$ cat config.mk
export PLATFORM = sky130hd
export DESIGN_NAME = hu_rr_selector
export DESIGN_NICKNAME = d
export VERILOG_FILES = /design/src/rtl/hu_rr_selector.sv
export SDC_FILE = /design/constraint.sdc
export NUM_CORES = 1
export LEC_CHECK = 0
export ABC_CLOCK_PERIOD_IN_PS = 2800
export BUFFER_PORTS_ARGS = -buffer_cell sky130_fd_sc_hd__buf_2
export CAP_MARGIN = 20
export CORE_MARGIN = 4
export CORE_UTILIZATION = 41
export CTS_CLUSTER_DIAMETER = 50
export CTS_CLUSTER_SIZE = 20
export DETAILED_ROUTE_END_ITERATION = 8
export GPL_ROUTABILITY_DRIVEN = 0
export GPL_TIMING_DRIVEN = 0
export PLACE_DENSITY = 0.88
export SLEW_MARGIN = 20
export SYNTH_ARGS = -nofsm -noshare
export SYNTH_HDL_FRONTEND = slang
export SYNTH_SLANG_ARGS = --single-unit
$ cat constraint.sdc
create_clock -name clk -period 2.8 [get_ports clk]
set_input_delay 0.7 -clock clk [delete_from_list [all_inputs] [get_ports clk]]
set_output_delay 0.7 -clock clk [all_outputs]
set_load 0.01 [all_outputs]
$ cat src/rtl/hu_rr_selector.sv
`default_nettype none
// ============================================================================
// Module   : hu_rr_selector
// Purpose  : N-channel round-robin selector feeding one registered output
//            stage. In packet mode the grant stays on one channel until that
//            channel's last beat has been transferred.
// Revision : 1.0  initial release
// ============================================================================
module hu_rr_selector #(
  parameter int  channels = 4,
  parameter type seltype  = logic [7:0],
  parameter bit  packet   = 1'b0,
  localparam int cw       = (channels > 1) ? $clog2(channels) : 1
) (
  input  logic                clk,
  input  logic                rst_n,
  input  logic [channels-1:0] d_valid,
  output logic [channels-1:0] d_ready,
  input  logic [channels-1:0] d_last,
  input  seltype              d [channels],
  output logic                q_valid,
  input  logic                q_ready,
  output seltype              q,
  output logic                q_last,
  output logic [cw-1:0]       q_chan
);

  // Channel count as a cw+1 bit value, so the wrap compare never overflows.
  localparam logic [cw:0] c_nch = (cw+1)'(channels);

  // Registered state
  logic          q_valid_q,   q_valid_d;
  seltype        q_q,         q_d;
  logic          q_last_q,    q_last_d;
  logic [cw-1:0] q_chan_q,    q_chan_d;
  logic [cw-1:0] ptr_q,       ptr_d;
  logic          lock_q,      lock_d;
  logic [cw-1:0] lock_chan_q, lock_chan_d;

  // Combinational arbitration results
  logic                load;
  logic [channels-1:0] cand;
  logic                found;
  logic [cw-1:0]       gnt;
  logic                xfer;

  // The output stage can take a beat when it is empty or being drained.
  assign load = !q_valid_q || q_ready;

  // Candidate set: only the locked channel while a packet is in flight.
  always_comb begin
    cand = d_valid;
    if (packet && lock_q) begin
      cand = '0;
      cand[lock_chan_q] = d_valid[lock_chan_q];
    end
  end

  // Round-robin scan starting at ptr, wrapping past the last channel.
  always_comb begin
    logic [cw:0] sum;
    found = 1'b0;
    gnt   = '0;
    sum   = '0;
    for (int i = 0; i < channels; i++) begin
      sum = {1'b0, ptr_q} + (cw+1)'(i);
      if (sum >= c_nch) sum = sum - c_nch;
      if (!found && cand[sum[cw-1:0]]) begin
        found = 1'b1;
        gnt   = sum[cw-1:0];
      end
    end
  end

  assign xfer = load && found;

  // One-hot ready for the granted channel only.
  always_comb begin
    d_ready = '0;
    if (xfer) d_ready[gnt] = 1'b1;
  end

  // Next state of the output stage, pointer and packet lock.
  always_comb begin
    logic [cw:0] nxt;
    q_valid_d   = q_valid_q;
    q_d         = q_q;
    q_last_d    = q_last_q;
    q_chan_d    = q_chan_q;
    ptr_d       = ptr_q;
    lock_d      = lock_q;
    lock_chan_d = lock_chan_q;
    nxt         = {1'b0, gnt} + (cw+1)'(1);
    if (nxt >= c_nch) nxt = '0;

    if (load) q_valid_d = found;

    if (xfer) begin
      q_d      = d[gnt];
      q_last_d = d_last[gnt];
      q_chan_d = gnt;
      if (!packet) begin
        ptr_d = nxt[cw-1:0];
      end else if (d_last[gnt]) begin
        ptr_d  = nxt[cw-1:0];
        lock_d = 1'b0;
      end else begin
        lock_d      = 1'b1;
        lock_chan_d = gnt;
      end
    end

    // Without packet mode there is no lock state at all.
    if (!packet) begin
      lock_d      = 1'b0;
      lock_chan_d = '0;
    end
  end

  // State registers with asynchronous active-low reset.
  always_ff @(posedge clk or negedge rst_n) begin
    if (!rst_n) begin
      q_valid_q   <= 1'b0;
      q_q         <= '0;
      q_last_q    <= 1'b0;
      q_chan_q    <= '0;
      ptr_q       <= '0;
      lock_q      <= 1'b0;
      lock_chan_q <= '0;
    end else begin
      q_valid_q   <= q_valid_d;
      q_q         <= q_d;
      q_last_q    <= q_last_d;
      q_chan_q    <= q_chan_d;
      ptr_q       <= ptr_d;
      lock_q      <= lock_d;
      lock_chan_q <= lock_chan_d;
    end
  end

  assign q_valid = q_valid_q;
  assign q       = q_q;
  assign q_last  = q_last_q;
  assign q_chan  = q_chan_q;

endmodule
`default_nettype wire

==> metrics.txt <==
status=complete, no violations; Power Density=between 700 and 800 mW/mm^2; clock root buffer=clkbuf_4; clk slew on worst S/H paths=about 0.09 ns; R2R Path End=q[3]; R2R setup slack=between 0.9 and 1 ns; share of cells above drive strength 1=a little under half; vias in the first global route=~960; Syn Inst Count=90; fin crit period=~2.7 ns; multiplexer share of the synthesized area=between 20% and 30%; gr usage total=between 10% and 20%; Fin. Hold Viols=0; largest family of logic cells by synthesized area=multiplexers; crit path DAT=about 2.0 ns; ys async rst share=between 90% and 100%; Inst Count DP=around 180; pin count of the biggest net entering global routing=15; Initial Util=roughly 44%; Max-slew headroom=74.40%; Synth Area in Compound Gates=between 15 and 20%; Max Clk Rate=0.3680 GHz; Startpoint Class=input pin; CTS buffer count=3; crit-path cells=buf_2 > or2b_1 > a21oi_1 > a211o_1 > buf_12 > inv_2 > ha_1 > and2_1 > buf_2; die width=54.42 um; critical path peak fanout=5; initial antenna violation count=0; Worst-Margin Slew=~0.38 ns; Hold WC Path Type=input pin to asynchronous set/reset pin; Routed WL=2.634 mm; Nets=around 200; worst skew pair latency=0.27 ns; Max rail drop VDD=~0.40 mV; Power, Total=about 950 uW; # Max-Cap Violations=0; DPL Wire Length=between 2 and 2.5 mm; Setup Viol. Count Final=0; Adder-Cell Fraction of Synth Area=under 10%; core area=about 0.0020 mm^2; CP max stage delay=0.24 ns; CP Data Required Time=around 2.1 ns; DR vias/cell=5.172; Worst R2R Start=ptr_q[0]; Slew Limit Fails=0; per-cell routed wire length=around 15 um; Area Growth Syn to Fin=42.92%; XOR/XNOR Fraction of Synth Area=0%; LEAKAGE=approximately 0.72 nW; non-filler cells, final=180; WS Path Type=input pin to output port; number of port buffers=between 50 and 60; Synth cell types=22; area share of and/or/nand/nor cells after synthesis=a little over an eighth; Crit-path slowest cell=or2b_1; remaining antenna violation count=0; Top-Level Pins=slightly below 60; Cell Area, Synth=between 800 and 900 um^2; Critical Path End Type=output port; Synth area leaders=dfrtp_1 (40%), mux2i_1 (20%), o221ai_1 (8.9%); number of synthesized flops with an enable pin=0; drt drc=0; die height=around 54 um; first-pass GRT wire length=about 4.1 mm; CTS tree=built; DR pass1 iterations=4; r2r worst-path depth=8; main flop type after synthesis=dfrtp_1; FF+latch count, synth=14; num rows=16; Synth Warn #=0; share of the synthesized area in the top cell type=roughly two fifths; total number of vias=roughly 930; iteration-0 DRC count of the detailed router=13; CP dominant cell by count=buf_2; Worst Skew=roughly 0.004 ns; H-tree depth=1; gr ovfl total=0; Post-Syn Nets=approximately 130; CTS Buffer Depth=2; post-synthesis sequential area ratio=39.66%; RSZ-0062 raised after global routing=false; Clock Sinks=14; die area=0.002961 mm^2; Antenna Cells=0; # hold bufs at CTS=0; cell accounting for the most synthesized area=dfrtp_1; Avg Synthesized Cell Area=roughly 9.8 um^2; Final period util=97.06%
[timing repair]
item                                    in CTS  in global routing
resized for setup                            0                  3
buffers inserted                             0                  2
gates cloned                                 0                  0
pin swaps                                    0                  1
endpoints found under the setup margin       1                  3
[cell usage in the layout (no fill, tap or decap), drive strengths merged, types with 2 or more instances in the layout]
master,netlist,final
a21oi,5,5
clkbuf,0,4
dfrtp,14,14
nand2,17,17
a21o,3,3
o221ai,9,9
inv,5,5
nor2,3,3
buf,5,64
nand2b,2,2
mux2i,18,18
[Yosys cell counts, types with 2 or more instances]
library cell  count
dfrtp_1          14
o221ai_1          9
buf_2             2
nand2_1          17
a21oi_1           5
nor2_1            3
a21o_1            3
inv_1             4
nand2b_1          2
mux2i_1          18
buf_6             2
[flip-flops by register name (all words and copies together) (netlist names)]
register and cells:
q_last 1, ptr_q 2, q_chan 2, q 8, q_valid 1
[final cells by class]
| type | count | area [um^2] |
|---|---|---|
| multi-input cells | 66 | 467.9 |
| clock buffers | 4 | 36.28 |
| inverters | 5 | 18.77 |
| repair buffers | 60 | 305.3 |
| fillers | 196 | 739.5 |
| flip-flops and latches | 14 | 350.3 |
| well taps | 27 | 33.78 |
| plain buffers | 4 | 50.05 |
[metal layers]
metal / up-vias / track usage (%) / wire length, um
met2: 44 / 37.85 / 1355
met5: - / 0 / 0
met4: 0 / 4.979 / 12
met3: 2 / 2.725 / 222
li1: 454 / - / -
met1: 431 / 21.36 / 1043
[worst max-delay path by stage]
stage | start | to | slack (ns) | depth (start not counted)
after global routing | d_valid[1] | d_ready[3] | 0.04 | 9
final | d_valid[1] | d_ready[3] | 0.08 | 9
after detailed placement | d_valid[1] | d_ready[3] | -0.05 | 10
after global placement | d_valid[1] | d_ready[3] | 0.04 | 10
after CTS | d_valid[1] | d_ready[3] | 0.04 | 9
after floorplan | d_valid[2] | d_ready[3] | 0.32 | 8
[stage by stage]
step / setup WS [ns] / utilization [%] / cell area [um^2] / hold WS, ns / setup TNS (ns)
after floorplan: 0.3245 / - / 883.3 / 0.4044 / 0
after global placement: 0.04460 / 60.31 / 1207 / 0.4633 / 0
after detailed placement: -0.04966 / 60.31 / 1207 / 0.4717 / -0.04966
after CTS: 0.03676 / 61.56 / 1232 / 0.3135 / 0
after global routing: 0.03952 / 63.06 / 1262 / 0.3118 / 0
final: 0.08226 / 63.06 / 1262 / 0.3062 / 0
[cell families after synthesis]
logic type	Yosys count
muxes	18
DFF	14
buffers and inverters	10
adders and majority gates	1
and+or+nand+nor	27
AOI/OAI and AO/OA	20
[where the power goes]
part	total, mW	internal, mW	switching, mW	leakage (nW)
sequential	0.321	0.274	0.0476	0.167
combinational	0.488	0.245	0.243	0.536
clock	0.142	0.0789	0.0628	0.0210
total	0.951	0.598	0.353	0.725
[critical path, delay by kind of cell]
kind	cells	cell delay (ns)
adder cells (fa/ha/maj)	1	0.18
AO/OA/AOI/OAI	2	0.36
AND/OR/NAND/NOR	2	0.37
buffers and inverters	4	0.41
(Power assumes the default switching activity.)
